### src/rtl/load_unit.sv
// Data-memory load path: computes rs1+imm, issues one byte-enabled read, extracts and writes back.
// 3 cycles with 1-cycle memory (IDLE, WAIT, DONE); holds the PC until rvalid or timeout, then a one-cycle DONE.
module load_unit #(
    parameter int TIMEOUT_CYCLES = 255,
    parameter bit MISALIGN_CHECK = 1'b1
) (
    input  logic        i_clk,
    input  logic        i_rst,
    input  logic [31:0] rs1_val,
    input  logic [31:0] imm,
    input  logic [2:0]  load_control,
    input  logic [4:0]  rd_addr,
    input  logic [31:0] mem_rdata,
    input  logic        mem_rvalid,
    output logic        stall_pc,
    output logic        ignore_curr_inst,
    output logic        mem_rw_mode,
    output logic        mem_req,
    output logic [31:0] mem_addr,
    output logic [3:0]  mem_byte_en,
    output logic        rd_wr_en,
    output logic [4:0]  rd_wr_addr,
    output logic [31:0] rd_wr_data,
    output logic        load_err
);
    localparam logic [1:0] ST_IDLE = 2'd0;
    localparam logic [1:0] ST_WAIT = 2'd1;
    localparam logic [1:0] ST_DONE = 2'd2;

    localparam logic [2:0] LC_LB  = 3'd1;
    localparam logic [2:0] LC_LH  = 3'd2;
    localparam logic [2:0] LC_LW  = 3'd3;
    localparam logic [2:0] LC_LBU = 3'd4;
    localparam logic [2:0] LC_LHU = 3'd5;

    localparam int CW = (TIMEOUT_CYCLES > 1) ? $clog2(TIMEOUT_CYCLES) : 1;

    logic [1:0]    state_q, state_d;
    logic [31:0]   addr_q, addr_d;
    logic [2:0]    type_q, type_d;
    logic [4:0]    rd_q, rd_d;
    logic [CW-1:0] cnt_q, cnt_d;
    logic          err_q, err_d;
    logic [31:0]   data_q, data_d;

    logic        load_valid;
    logic [31:0] eff_addr;
    logic [31:0] aligned_addr;
    logic        is_half, is_word, misaligned;
    logic [7:0]  byte_sel;
    logic [15:0] half_sel;
    logic [31:0] extracted;

    always_comb begin
        load_valid   = (load_control >= LC_LB) && (load_control <= LC_LHU);
        eff_addr     = rs1_val + imm;
        is_half      = (load_control == LC_LH) || (load_control == LC_LHU);
        is_word      = (load_control == LC_LW);
        misaligned   = (is_half && eff_addr[0]) || (is_word && (eff_addr[1:0] != 2'b00));
        aligned_addr = eff_addr;
        if (is_word) begin
            aligned_addr = {eff_addr[31:2], 2'b00};
        end else if (is_half) begin
            aligned_addr = {eff_addr[31:1], 1'b0};
        end
    end

    // Lane selection uses the latched address, so later changes on rs1/imm cannot disturb it.
    always_comb begin
        case (addr_q[1:0])
            2'd0:    byte_sel = mem_rdata[7:0];
            2'd1:    byte_sel = mem_rdata[15:8];
            2'd2:    byte_sel = mem_rdata[23:16];
            default: byte_sel = mem_rdata[31:24];
        endcase
        half_sel = addr_q[1] ? mem_rdata[31:16] : mem_rdata[15:0];
        case (type_q)
            LC_LB:   extracted = {{24{byte_sel[7]}}, byte_sel};
            LC_LBU:  extracted = {24'd0, byte_sel};
            LC_LH:   extracted = {{16{half_sel[15]}}, half_sel};
            LC_LHU:  extracted = {16'd0, half_sel};
            LC_LW:   extracted = mem_rdata;
            default: extracted = 32'd0;
        endcase
    end

    always_comb begin
        state_d = state_q;
        addr_d  = addr_q;
        type_d  = type_q;
        rd_d    = rd_q;
        cnt_d   = cnt_q;
        err_d   = err_q;
        data_d  = data_q;
        case (state_q)
            ST_IDLE: begin
                if (load_valid) begin
                    addr_d = MISALIGN_CHECK ? eff_addr : aligned_addr;
                    type_d = load_control;
                    rd_d   = rd_addr;
                    cnt_d  = '0;
                    data_d = 32'd0;
                    if (MISALIGN_CHECK && misaligned) begin
                        err_d   = 1'b1;
                        state_d = ST_DONE;
                    end else begin
                        err_d   = 1'b0;
                        state_d = ST_WAIT;
                    end
                end
            end
            ST_WAIT: begin
                cnt_d = cnt_q + 1'b1;
                // Data arriving on the timeout cycle still completes the load cleanly.
                if (mem_rvalid) begin
                    data_d  = extracted;
                    state_d = ST_DONE;
                end else if (cnt_q == CW'(TIMEOUT_CYCLES - 1)) begin
                    err_d   = 1'b1;
                    state_d = ST_DONE;
                end
            end
            ST_DONE: state_d = ST_IDLE;
            default: state_d = ST_IDLE;
        endcase
    end

    always_ff @(posedge i_clk or posedge i_rst) begin
        if (i_rst) begin
            state_q <= ST_IDLE;
            addr_q  <= 32'd0;
            type_q  <= 3'd0;
            rd_q    <= 5'd0;
            cnt_q   <= '0;
            err_q   <= 1'b0;
            data_q  <= 32'd0;
        end else begin
            state_q <= state_d;
            addr_q  <= addr_d;
            type_q  <= type_d;
            rd_q    <= rd_d;
            cnt_q   <= cnt_d;
            err_q   <= err_d;
            data_q  <= data_d;
        end
    end

    always_comb begin
        stall_pc         = ((state_q == ST_IDLE) && load_valid && !i_rst) || (state_q == ST_WAIT);
        ignore_curr_inst = (state_q == ST_DONE);
        mem_rw_mode      = 1'b1;
        mem_req          = (state_q == ST_WAIT);
        mem_addr         = 32'd0;
        mem_byte_en      = 4'b0000;
        rd_wr_en         = 1'b0;
        rd_wr_addr       = 5'd0;
        rd_wr_data       = 32'd0;
        load_err         = 1'b0;
        if (state_q == ST_WAIT) begin
            mem_addr = addr_q;
            case (type_q)
                LC_LB, LC_LBU: mem_byte_en = 4'b0001 << addr_q[1:0];
                LC_LH, LC_LHU: mem_byte_en = addr_q[1] ? 4'b1100 : 4'b0011;
                LC_LW:         mem_byte_en = 4'b1111;
                default:       mem_byte_en = 4'b0000;
            endcase
        end
        if (state_q == ST_DONE) begin
            rd_wr_en   = !err_q && (rd_q != 5'd0);
            rd_wr_addr = rd_q;
            rd_wr_data = data_q;
            load_err   = err_q;
        end
    end
endmodule

### config.mk
export PLATFORM = sky130hd
export DESIGN_NAME = load_unit
export DESIGN_NICKNAME = d
export VERILOG_FILES = /design/src/rtl/load_unit.sv
export SDC_FILE = /design/constraint.sdc
export NUM_CORES = 1
export LEC_CHECK = 0
export CAP_MARGIN = 40
export CELL_PAD_IN_SITES_DETAIL_PLACEMENT = 1
export CELL_PAD_IN_SITES_GLOBAL_PLACEMENT = 1
export CORE_ASPECT_RATIO = 1.25
export CORE_MARGIN = 5
export CORE_UTILIZATION = 35
export CTS_BUF_LIST = sky130_fd_sc_hd__clkbuf_4 sky130_fd_sc_hd__clkbuf_8 sky130_fd_sc_hd__clkbuf_16
export DETAILED_ROUTE_END_ITERATION = 6
export DONT_BUFFER_PORTS = 1
export GPL_TIMING_DRIVEN = 0
export HOLD_SLACK_MARGIN = 0.08
export PLACE_DENSITY = 0.61
export SETUP_SLACK_MARGIN = 0.15
export SLEW_MARGIN = 10
export SYNTH_ARGS = -nofsm -noshare
export SYNTH_HDL_FRONTEND = slang
export SYNTH_SLANG_ARGS = --single-unit
### constraint.sdc
create_clock -name i_clk -period 3.9 [get_ports i_clk]
set_input_delay 0.78 -clock i_clk [delete_from_list [all_inputs] [get_ports i_clk]]
set_output_delay 0.78 -clock i_clk [all_outputs]
set_load 0.005 [all_outputs]
==> results of run 1 <==
==> metrics by stage <==
step | utilization (%) | hold WS [ps]
floorplan | - | 437.6
global route | 38.93 | 438.8
finish | 38.93 | 396.2
detailed placement | 36.99 | 463.4
global placement | 36.86 | 454.6
CTS | 38.93 | 415.4
==> sequential cells by signal (all words and copies together), names as in the netlist <==
name     count
cnt_q        8
type_q       3
data_q      32
rd_q         5
err_q        1
addr_q      32
state_q      2
==> synthesized netlist by cell type (6+ instances only) <==
cell type,count
a22o_1,7
nand2_1,106
clkbuf_1,29
a21oi_1,73
a31oi_1,8
o22ai_1,6
nor2_1,39
a221oi_1,8
a21o_1,15
mux4_2,7
xor2_1,12
and2_1,68
o21ai_0,68
xnor2_1,17
nand4_1,10
ha_1,33
dfrtp_1,83
nor3_1,9
o21ai_1,15
nand3_1,14
inv_1,16
buf_1,6
==> where the power goes <==
part           internal [W]  switching [W]
combinational      0.000767        0.00139
clock              0.000613       0.000348
sequential          0.00121       0.000220
==> worst min-delay path by stage <==
stage	start	endpoint	cells after the start
after floorplan	data_q[15]$_DFFE_PP0P_	data_q[15]$_DFFE_PP0P_	2
after global placement	addr_q[20]$_DFFE_PP0N_	addr_q[20]$_DFFE_PP0N_	2
after detailed placement	data_q[3]$_DFFE_PP0P_	data_q[3]$_DFFE_PP0P_	2
after CTS	i_rst	cnt_q[2]$_DFFE_PP0P_	1
after global routing	i_rst	cnt_q[2]$_DFFE_PP0P_	1
final	i_rst	cnt_q[2]$_DFFE_PP0P_	1
==> worst max-delay path, delay by kind of cell <==
kind / cells / cell delay, ps
buffers and inverters: 3 / 1060
AO/OA/AOI/OAI: 2 / 410
AND/OR/NAND/NOR: 2 / 300
==> cell type report <==
| class | count | area (um2) | area share (%) |
|---|---|---|---|
| multi-input combinational | 591 | 3761 | 55.85 |
| sequential | 83 | 2077 | 30.84 |
| tap | 224 | 280.3 | 4.162 |
| clock buffer | 12 | 266.5 | 3.958 |
| buffer | 45 | 193.9 | 2.880 |
| clock inverter | 3 | 68.82 | 1.022 |
| inverter | 17 | 66.31 | 0.9848 |
| timing repair buffer | 1 | 20.02 | 0.2973 |
==> placed cells by master, fill, tap and decap left out, types with 15 or more instances in the layout <==
master    instances
xnor2_1          17
o21ai_1          15
nor2_1           39
ha_1             33
dfrtp_1          83
a21o_1           15
and2_1           68
clkbuf_1         29
o21ai_0          68
inv_1            15
nand2_1         106
a21oi_1          73
==> per-layer routing <==
layer | up-vias | part of all wire (%) | track usage (%)
li1 | 2640 | - | -
met1 | 2700 | 38 | 21.43
met2 | 190 | 51 | 35.97
met3 | 39 | 7.2 | 5.329
met4 | 0 | 3.0 | 7.583
met5 | - | 0 | 0
==> logic make-up after synthesis <==
group / share of synthesized area [%]
AOI/OAI and AO/OA: 25.12
xor gates and xnor gates: 4.167
adders and majority gates: 7.102
buffers and inverters: 4.228
DFF: 34.07
muxes: 3.448
other: 0.06152
and+or+nand+nor: 21.80
==> summary.txt, run 1 <==
Yosys warning count: 0
Power Total: 0.004555 W
final worst path period need: 3347 ps
Max-Cap Viols: 0
R2R setup slack: 1660 ps
initial antenna violation count: 0
GPL Wtd Cong: 0.9509
Setup Slack @ Placement: 483.5 ps
Boundary Pins: 186
Mapped Area: 6096 um2
CP Capture Point: stall_pc
Yosys top cell area share: 34.07%
total die area: 20170 um2
Mapped Cells: 736
maximum clock insertion buffer count: 2
syn_nets: 877
IO Port Bufs: 0
post-CTS sizing: 0
Vias/cell: 5.706
FF-to-FF path depth: 4
drc violations: 0
Final Max Slew Viols: 0
Die H: 157.6 um
setup_tns: 0 ps
fin nets: 889
# hold bufs at CTS: 0
CTS Buf Count: 9
DRT antenna net count: 0
ANT cells: 0
Initial DRC Count: 182
#FFs+latches synth: 83
CP max stage delay: 490 ps
HP Class: in2async
Crit Path Class: in2out
syn avg cell area: 8.282 um2
Clock Sinks: 83
GRT overflow: 0
vias: 5569
VDD IR max: 0.0002464 V
# fillers: 2096
status: completed
Reg-to-Reg Start: addr_q[0]$_DFFE_PP0N_
Starting Density: 35.24%
router iterations before antenna repair: 5
largest cells by area after synthesis: dfrtp_1 (34%), and2_1 (7.0%), ha_1 (6.8%)
Slew HR: 52.49%
worst-skew pair later-pin latency: 340 ps
post-route cell area: 6734 um2
vias in the first global route: 5992
worst-margin pin slew: 712.6 ps
CTS root buf: clkbuf_16
pin count of the biggest net entering global routing: 48
Critical Path RT: 3120 ps
Clock Skew: 7.794 ps
Final HPWL DP: 16300 um
Worst Path Max Fanout: 10
RSZ-0062 raised after global routing: false
Netlist cell types: 64
Area Growth Syn to Fin: 10.47%
routed wire length: 19980 um
crit path from: load_control[2]
Final Hold Viols: 0
EDFF count, synth: 0
CP endpoint kind: primary output
Tcrit/Tclk final: 85.83%
dpl cells: 961
layout cell share with drive strength beyond 1: 6.782%
Core Area: 17300 um2
r2r endpoint: data_q[0]$_DFFE_PP0P_
CP Data Arrival Time: 2570 ps
register area share after synthesis: 34.07%
row cnt: 54
Final Setup Violations: 0
worst setup margin: 552.6 ps
WL/cell: 20.47 um
Slowest cell on crit path: buf_1
Async S/R FF share, synth: 100.0%
area leader, netlist: dfrtp_1
placed inst area: 6399 um2
Global Route Usage Sum: 19.63%
Post-synth top flop: dfrtp_1
Finished Layout Cells: 976
H-tree Lvls: 3
Pleak: 2.908 nW
number of setup buffers added after CTS: 0
first-pass GRT wire length: 31620 um
CTS tree: yes
Worst-path clk slew: 60 ps
FMAX: 298.7 MHz
Die W: 128.0 um
Startpoint Class: input port
CP cell instances: nor3_1 -> a21o_1 -> or3_1 -> clkbuf_1 -> buf_2 -> buf_1 -> o21ai_0
pwr dens: 676.5 nW/um2
No activity file was read; power rests on OpenSTA's default activity.
==> run 2, diff against run 1 <==
--- a/config.mk
+++ b/config.mk
@@ -17,6 +17,7 @@
 export GPL_TIMING_DRIVEN = 0
 export HOLD_SLACK_MARGIN = 0.08
 export PLACE_DENSITY = 0.61
+export REMOVE_ABC_BUFFERS = 1
 export SETUP_SLACK_MARGIN = 0.15
 export SLEW_MARGIN = 10
 export SYNTH_ARGS = -nofsm -noshare
==> summary.txt, run 2 (same netlist as run 1, synthesis figures left out) <==
VDD IR max: 0.0002141 V (-13%)
Crit Path Class: in2out
Critical Path RT: 3120 ps (about the same)
RSZ-0062 raised after global routing: false
Die W: 128.0 um (unchanged)
CTS root buf: clkbuf_16
# hold bufs at CTS: 0 (unchanged)
final worst path period need: 3066 ps (-281.9 ps)
r2r endpoint: data_q[10]$_DFFE_PP0P_
fin nets: 852 (-4.2%)
commonest non-fill, non-tap cell in the layout: nand2_1
Reg-to-Reg Start: state_q[1]$_DFFE_PP0P_
Global Route Usage Sum: 18.64% (-0.99 points)
Worst Path Max Fanout: 36 (+26)
Final HPWL DP: 14600 um (-10%)
layout cell share with drive strength beyond 1: 7.682% (+0.90 points)
worst-margin pin slew: 829.9 ps (+117.3 ps)
WL/cell: 20.14 um (-1.6%)
Core Area: 17300 um2 (unchanged)
CP delay by family, top: simple AND/OR/NAND/NOR gates
CP Data Arrival Time: 2290 ps (-280 ps)
Worst-path clk slew: 70 ps (about the same)
Worst Path Buf+Inv: 1 (-2)
ANT cells: 0 (unchanged)
Max-Cap Viols: 0 (unchanged)
GRT overflow: 0 (unchanged)
Startpoint Class: input port
setup_tns: 0 ps (unchanged)
CTS Buf Count: 9 (unchanged)
Final Max Slew Viols: 0 (unchanged)
Area Growth Syn to Fin: 8.518%
pwr dens: 663.7 nW/um2 (-1.9%)
HP Class: in2async
status: completed
maximum clock insertion buffer count: 2 (unchanged)
Clock Skew: 10.17 ps (+2.375 ps)
routed wire length: 18930 um (-5.3%)
number of setup buffers added after CTS: 0 (unchanged)
pin count of the biggest net entering global routing: 52 (+8.3%)
H-tree Lvls: 3 (unchanged)
CTS tree: yes
CP cell instances: nor3_1 -> a21o_1 -> or3_2 -> buf_12 -> o21ai_0
row cnt: 54 (unchanged)
IO Port Bufs: 0 (unchanged)
Final Setup Violations: 0 (unchanged)
Tcrit/Tclk final: 78.60% (-7.2 points)
router iterations before antenna repair: 4 (-1)
drc violations: 0 (unchanged)
Initial DRC Count: 207 (+14%)
Die H: 157.6 um (unchanged)
CP endpoint kind: primary output
vias in the first global route: 5845 (-2.5%)
total die area: 20170 um2 (unchanged)
FMAX: 326.2 MHz (+9.2%)
post-route cell area: 6615 um2 (-1.8%)
initial antenna violation count: 0 (unchanged)
commonest non-fill, non-tap cells in the layout: nand2_1 (106), dfrtp_1 (83), a21oi_1 (72), o21ai_0 (68), and2_1 (68)
CP max stage delay: 740 ps (+250 ps)
GPL Wtd Cong: 0.8233 (-13%)
CP Capture Point: stall_pc
Slowest cell on crit path: or3_2
DRT antenna net count: 0 (unchanged)
Starting Density: 35.24% (unchanged)
Final Hold Viols: 0 (unchanged)
crit path from: load_control[2]
Vias/cell: 5.711 (about the same)
Clock Sinks: 83 (unchanged)
Power Total: 0.004390 W (-3.6%)
first-pass GRT wire length: 30310 um (-4.1%)
WP depth: 5 (-2)
vias: 5368 (-3.6%)
Largest regs: addr_q (32), data_q (32), cnt_q (8)
FF-to-FF path depth: 5 (+1)
Pleak: 2.844 nW (-2.2%)
Boundary Pins: 186 (unchanged)
Slew HR: 44.62% (-7.9 points)
placed inst area: 6335 um2 (-1.0%)
R2R setup slack: 1290 ps (-370 ps)
worst-skew pair later-pin latency: 340 ps (about the same)
post-CTS sizing: 0 (unchanged)
-- run 2: area by class of cell --
type / instances / area, um2
Timing Repair Buffer: 9 / 127.6
Sequential cell: 83 / 2077
Clock buffer: 10 / 232.7
Inverter: 17 / 66.31
Clock inverter: 6 / 47.55
Fill cell: 2080 / 10680
Tap cell: 224 / 280.3
Multi-Input combinational cell: 591 / 3784
-- run 2: per-layer routing --
metal  routed length (um)  part of all wire, %  track usage, %
met5                    0                    0               0
met4                  393                  2.1           6.522
met3                 1107                  5.8           3.768
met2                 9810                   52           34.37
met1                 7618                   40           21.25
-- run 2: power breakdown --
group	internal (W)	total, W	leakage (nW)	switching, W
clock	0.000444	0.000828	0.125	0.000385
combinational	0.000793	0.00204	1.64	0.00125
sequential	0.00121	0.00152	1.08	0.000309
total	0.00245	0.00439	2.84	0.00194
-- run 2: through the flow --
stage          instances  util, %  hold WS, ps  worst slack [ps]
4_1_cts              940    38.25        344.2             811.2
3_3_place_gp         915    35.74        456.0             -1637
3_5_place_dp         924    36.62        462.6             711.4
6_report             940    38.25        329.1             834.5
2_1_floorplan        691        -        437.6             602.3
5_1_grt              940    38.25        361.3             705.6
-- run 2: how the worst min path moves through the flow --
| stage | slack, ps | endpoint | from | cells past startpoint |
|---|---|---|---|---|
| final | 330 | rd_q[1]$_DFFE_PP0N_ | i_rst | 1 |
| after global routing | 360 | rd_q[4]$_DFFE_PP0N_ | i_rst | 1 |
| after CTS | 340 | rd_q[1]$_DFFE_PP0N_ | i_rst | 1 |
| after detailed placement | 460 | addr_q[18]$_DFFE_PP0N_ | addr_q[18]$_DFFE_PP0N_ | 2 |
| after global placement | 460 | addr_q[8]$_DFFE_PP0N_ | addr_q[8]$_DFFE_PP0N_ | 2 |
| after floorplan | 440 | data_q[15]$_DFFE_PP0P_ | data_q[15]$_DFFE_PP0P_ | 2 |
==> run 3, diff against run 2 <==
--- a/config.mk
+++ b/config.mk
@@ -5,6 +5,7 @@
 export SDC_FILE = /design/constraint.sdc
 export NUM_CORES = 1
 export LEC_CHECK = 0
+export ABC_AREA = 1
 export CAP_MARGIN = 40
 export CELL_PAD_IN_SITES_DETAIL_PLACEMENT = 1
 export CELL_PAD_IN_SITES_GLOBAL_PLACEMENT = 1
@@ -16,7 +17,7 @@
 export DONT_BUFFER_PORTS = 1
 export GPL_TIMING_DRIVEN = 0
 export HOLD_SLACK_MARGIN = 0.08
-export PLACE_DENSITY = 0.61
+export PLACE_DENSITY = 0.65
 export REMOVE_ABC_BUFFERS = 1
 export SETUP_SLACK_MARGIN = 0.15
 export SLEW_MARGIN = 10
==> constraint.sdc (replaced) <==
create_clock -name i_clk -period 3.2 [get_ports i_clk]
set_input_delay 0.64 -clock i_clk [delete_from_list [all_inputs] [get_ports i_clk]]
set_output_delay 0.64 -clock i_clk [all_outputs]
set_load 0.005 [all_outputs]
==> summary.txt, run 3 <==
Finished Layout Cells: 1421 (+51%)
fin nets: 1287 (+51%)
pwr dens: 723.7 nW/um2 (+9.0%)
vias: 6868 (+28%)
CP Data Arrival Time: 2050 ps (-240 ps)
Global Route Usage Sum: 19.87% (+1.2 points)
Async S/R FF share, synth: 100.0% (unchanged)
CTS root buf: clkbuf_16
router iterations before antenna repair: 4 (unchanged)
largest cells by area after synthesis: dfrtp_1 (29%), nand2_1 (21%), inv_1 (13%)
RSZ-0062 raised after global routing: false
GR Layer Usage met1: 23.98% (+2.7 points)
layout cell share with drive strength beyond 1: 5.474% (-2.2 points)
Crit Path Class: reg2out
CP endpoint kind: primary output
Worst Path Max Fanout: 28 (-22%)
commonest non-fill, non-tap cell in the layout: nand2_1
VDD IR max: 0.0003144 V (+47%)
Slowest cell on crit path: dfrtp_1
worst-margin pin slew: 788.8 ps (-41.02 ps)
Post-synth top flop: dfrtp_1
HP Class: in2async
ANT cells: 0 (unchanged)
initial antenna violation count: 0 (unchanged)
CP max stage delay: 420 ps (-320 ps)
Mapped Area: 7063 um2 (+16%)
final worst path period need: 2694 ps
Vias/cell: 4.833 (-15%)
DRT antenna net count: 0 (unchanged)
first-pass GRT wire length: 36540 um (+21%)
IO Port Bufs: 0 (unchanged)
CTS tree: yes
Critical Path RT: 2560 ps (-560 ps)
r2r endpoint: data_q[29]$_DFFE_PP0P_
Boundary Pins: 186 (unchanged)
Starting Density: 35.26% (about the same)
# fillers: 2741 (+32%)
met3 layer usage reported by global route: 2.765% (-1.0 points)
total die area: 23140 um2 (+15%)
GRT busiest layer: met2
Clock Skew: 10.18 ps (+0.01150 ps)
Core Area: 20030 um2 (+16%)
Slew HR: 47.33% (+2.7 points)
status: completed
Final Setup Violations: 0 (unchanged)
#FFs+latches synth: 83 (unchanged)
Die W: 137.1 um (+7.0%)
Max-Cap Viols: 0 (unchanged)
R2R setup slack: 670 ps (-620 ps)
FF-to-FF path depth: 8 (+3)
Pleak: 4.253 nW (+50%)
Yosys warning count: 0 (unchanged)
pin count of the biggest net entering global routing: 45 (-13%)
Sequential cell area: 2077 um2 (unchanged)
Yosys top cell area share: 29.41% (-4.7 points)
Die H: 168.8 um (+7.2%)
worst-skew pair later-pin latency: 350 ps (about the same)
CP cell instances: nor2_1 -> inv_1 -> nor2_4 -> buf_16 -> buf_16 -> inv_1 -> o21ai_1
maximum clock insertion buffer count: 2 (unchanged)
Final HPWL DP: 17930 um (+23%)
Largest regs: addr_q (32), data_q (32), cnt_q (8)
Worst-path clk slew: 70 ps (about the same)
EDFF count, synth: 0 (unchanged)
Startpoint Class: flip-flop
Area Growth Syn to Fin: 8.804%
area leader, netlist: dfrtp_1
Initial DRC Count: 253 (+22%)
GRT overflow: 0 (unchanged)
Clock Sinks: 83 (unchanged)
row cnt: 58 (+7.4%)
Final Max Slew Viols: 0 (unchanged)
Mapped Cells: 1159 (+57%)
FMAX: 371.2 MHz
setup_tns: 0 ps (unchanged)
multi-input logic area: 3906 um2 (+3.2%)
Tcrit/Tclk final: 84.18%
dpl cells: 1404 (+52%)
Final Hold Viols: 0 (unchanged)
Worst Path Buf+Inv: 4 (+3)
routed wire length: 22700 um (+20%)
routing usage on met2: 36.58% (+2.2 points)
Reg-to-Reg Start: state_q[0]$_DFFE_PP0P_
WL/cell: 15.98 um (-21%)
syn avg cell area: 6.094 um2 (-26%)
Synth top cells by count: nand2_1 (387), inv_1 (243), nor2_1 (142)
drc violations: 0 (unchanged)
post-CTS sizing: 0 (unchanged)
most frequent cell after synthesis: nand2_1
vias in the first global route: 7288 (+25%)
CP delay by family, top: buffers and inverters
Netlist cell types: 44 (-31%)
H-tree Lvls: 3 (unchanged)
CTS Buf Count: 9 (unchanged)
register area share after synthesis: 29.41% (-4.7 points)
commonest non-fill, non-tap cells in the layout: nand2_1 (387), inv_1 (242), nor2_1 (141), dfrtp_1 (83), nand3_1 (56)
GPL Wtd Cong: 0.8004 (-2.8%)
==> run 3: power by group <==
| part | internal [W] | leakage (nW) | total [W] | switching, W |
|---|---|---|---|---|
| Sequential | 0.00147 | 1.08 | 0.00171 | 0.000246 |
| Combinational | 0.000864 | 3.03 | 0.00277 | 0.00191 |
| Clock | 0.000566 | 0.146 | 0.00108 | 0.000512 |
| Total | 0.00290 | 4.25 | 0.00556 | 0.00267 |
==> run 3: area by class of cell <==
type	instances	share of cell area, %
clock buffers	10	3.110
clock inverters	6	0.7164
inverters	249	12.19
multi-input cells	797	50.83
flip-flops and latches	83	27.03
well taps	270	4.396
repair buffers	6	1.726
==> run 3: how the worst max path moves through the flow <==
stage                           startpoint       end  cells past startpoint
floorplan                  load_control[2]  stall_pc                      6
global placement           load_control[2]  stall_pc                      6
detailed placement         load_control[2]  stall_pc                      8
CTS                 state_q[1]$_DFFE_PP0P_  stall_pc                      7
global route        state_q[1]$_DFFE_PP0P_  stall_pc                      7
finish              state_q[1]$_DFFE_PP0P_  stall_pc                      7
==> run 3: routing by layer <==
layer	share of wire, %	vias to the layer above
met3	4.5	21
met5	0	-
met1	42	3194
li1	-	3496
met2	52	157
met4	1.6	0
==> run 3: cell families after synthesis <==
kind of cell,Yosys count,synth area share [%]
xor gates and xnor gates,7,0.8680
adders and majority gates,34,6.129
and+or+nand+nor,617,35.23
other,1,0.05309
AOI/OAI and AO/OA,138,12.84
buffers and inverters,279,15.46
DFF,83,29.41
==> run 3: timing repair <==
| item | CTS | global route |
|---|---|---|
| buffers inserted | 0 | 1 |
| hold buffers | 0 | 0 |
| setup endpoints to repair | 0 | 1 |
| hold endpoints to repair | 0 | 0 |
==> run 3: stage by stage <==
stage	power, W	setup slack (ps)	hold WS, ps	cell area [um2]	utilization (%)
2_1_floorplan	0.003606	-111.5	448.8	6905	-
6_report	0.005561	506.3	225.0	7685	38.37
4_1_cts	0.005674	184.9	240.8	7677	38.33
3_3_place_gp	0.004348	-1939	461.5	7243	36.16
3_5_place_dp	0.004556	429.7	465.3	7383	36.86
5_1_grt	0.006097	338.9	263.5	7685	38.37
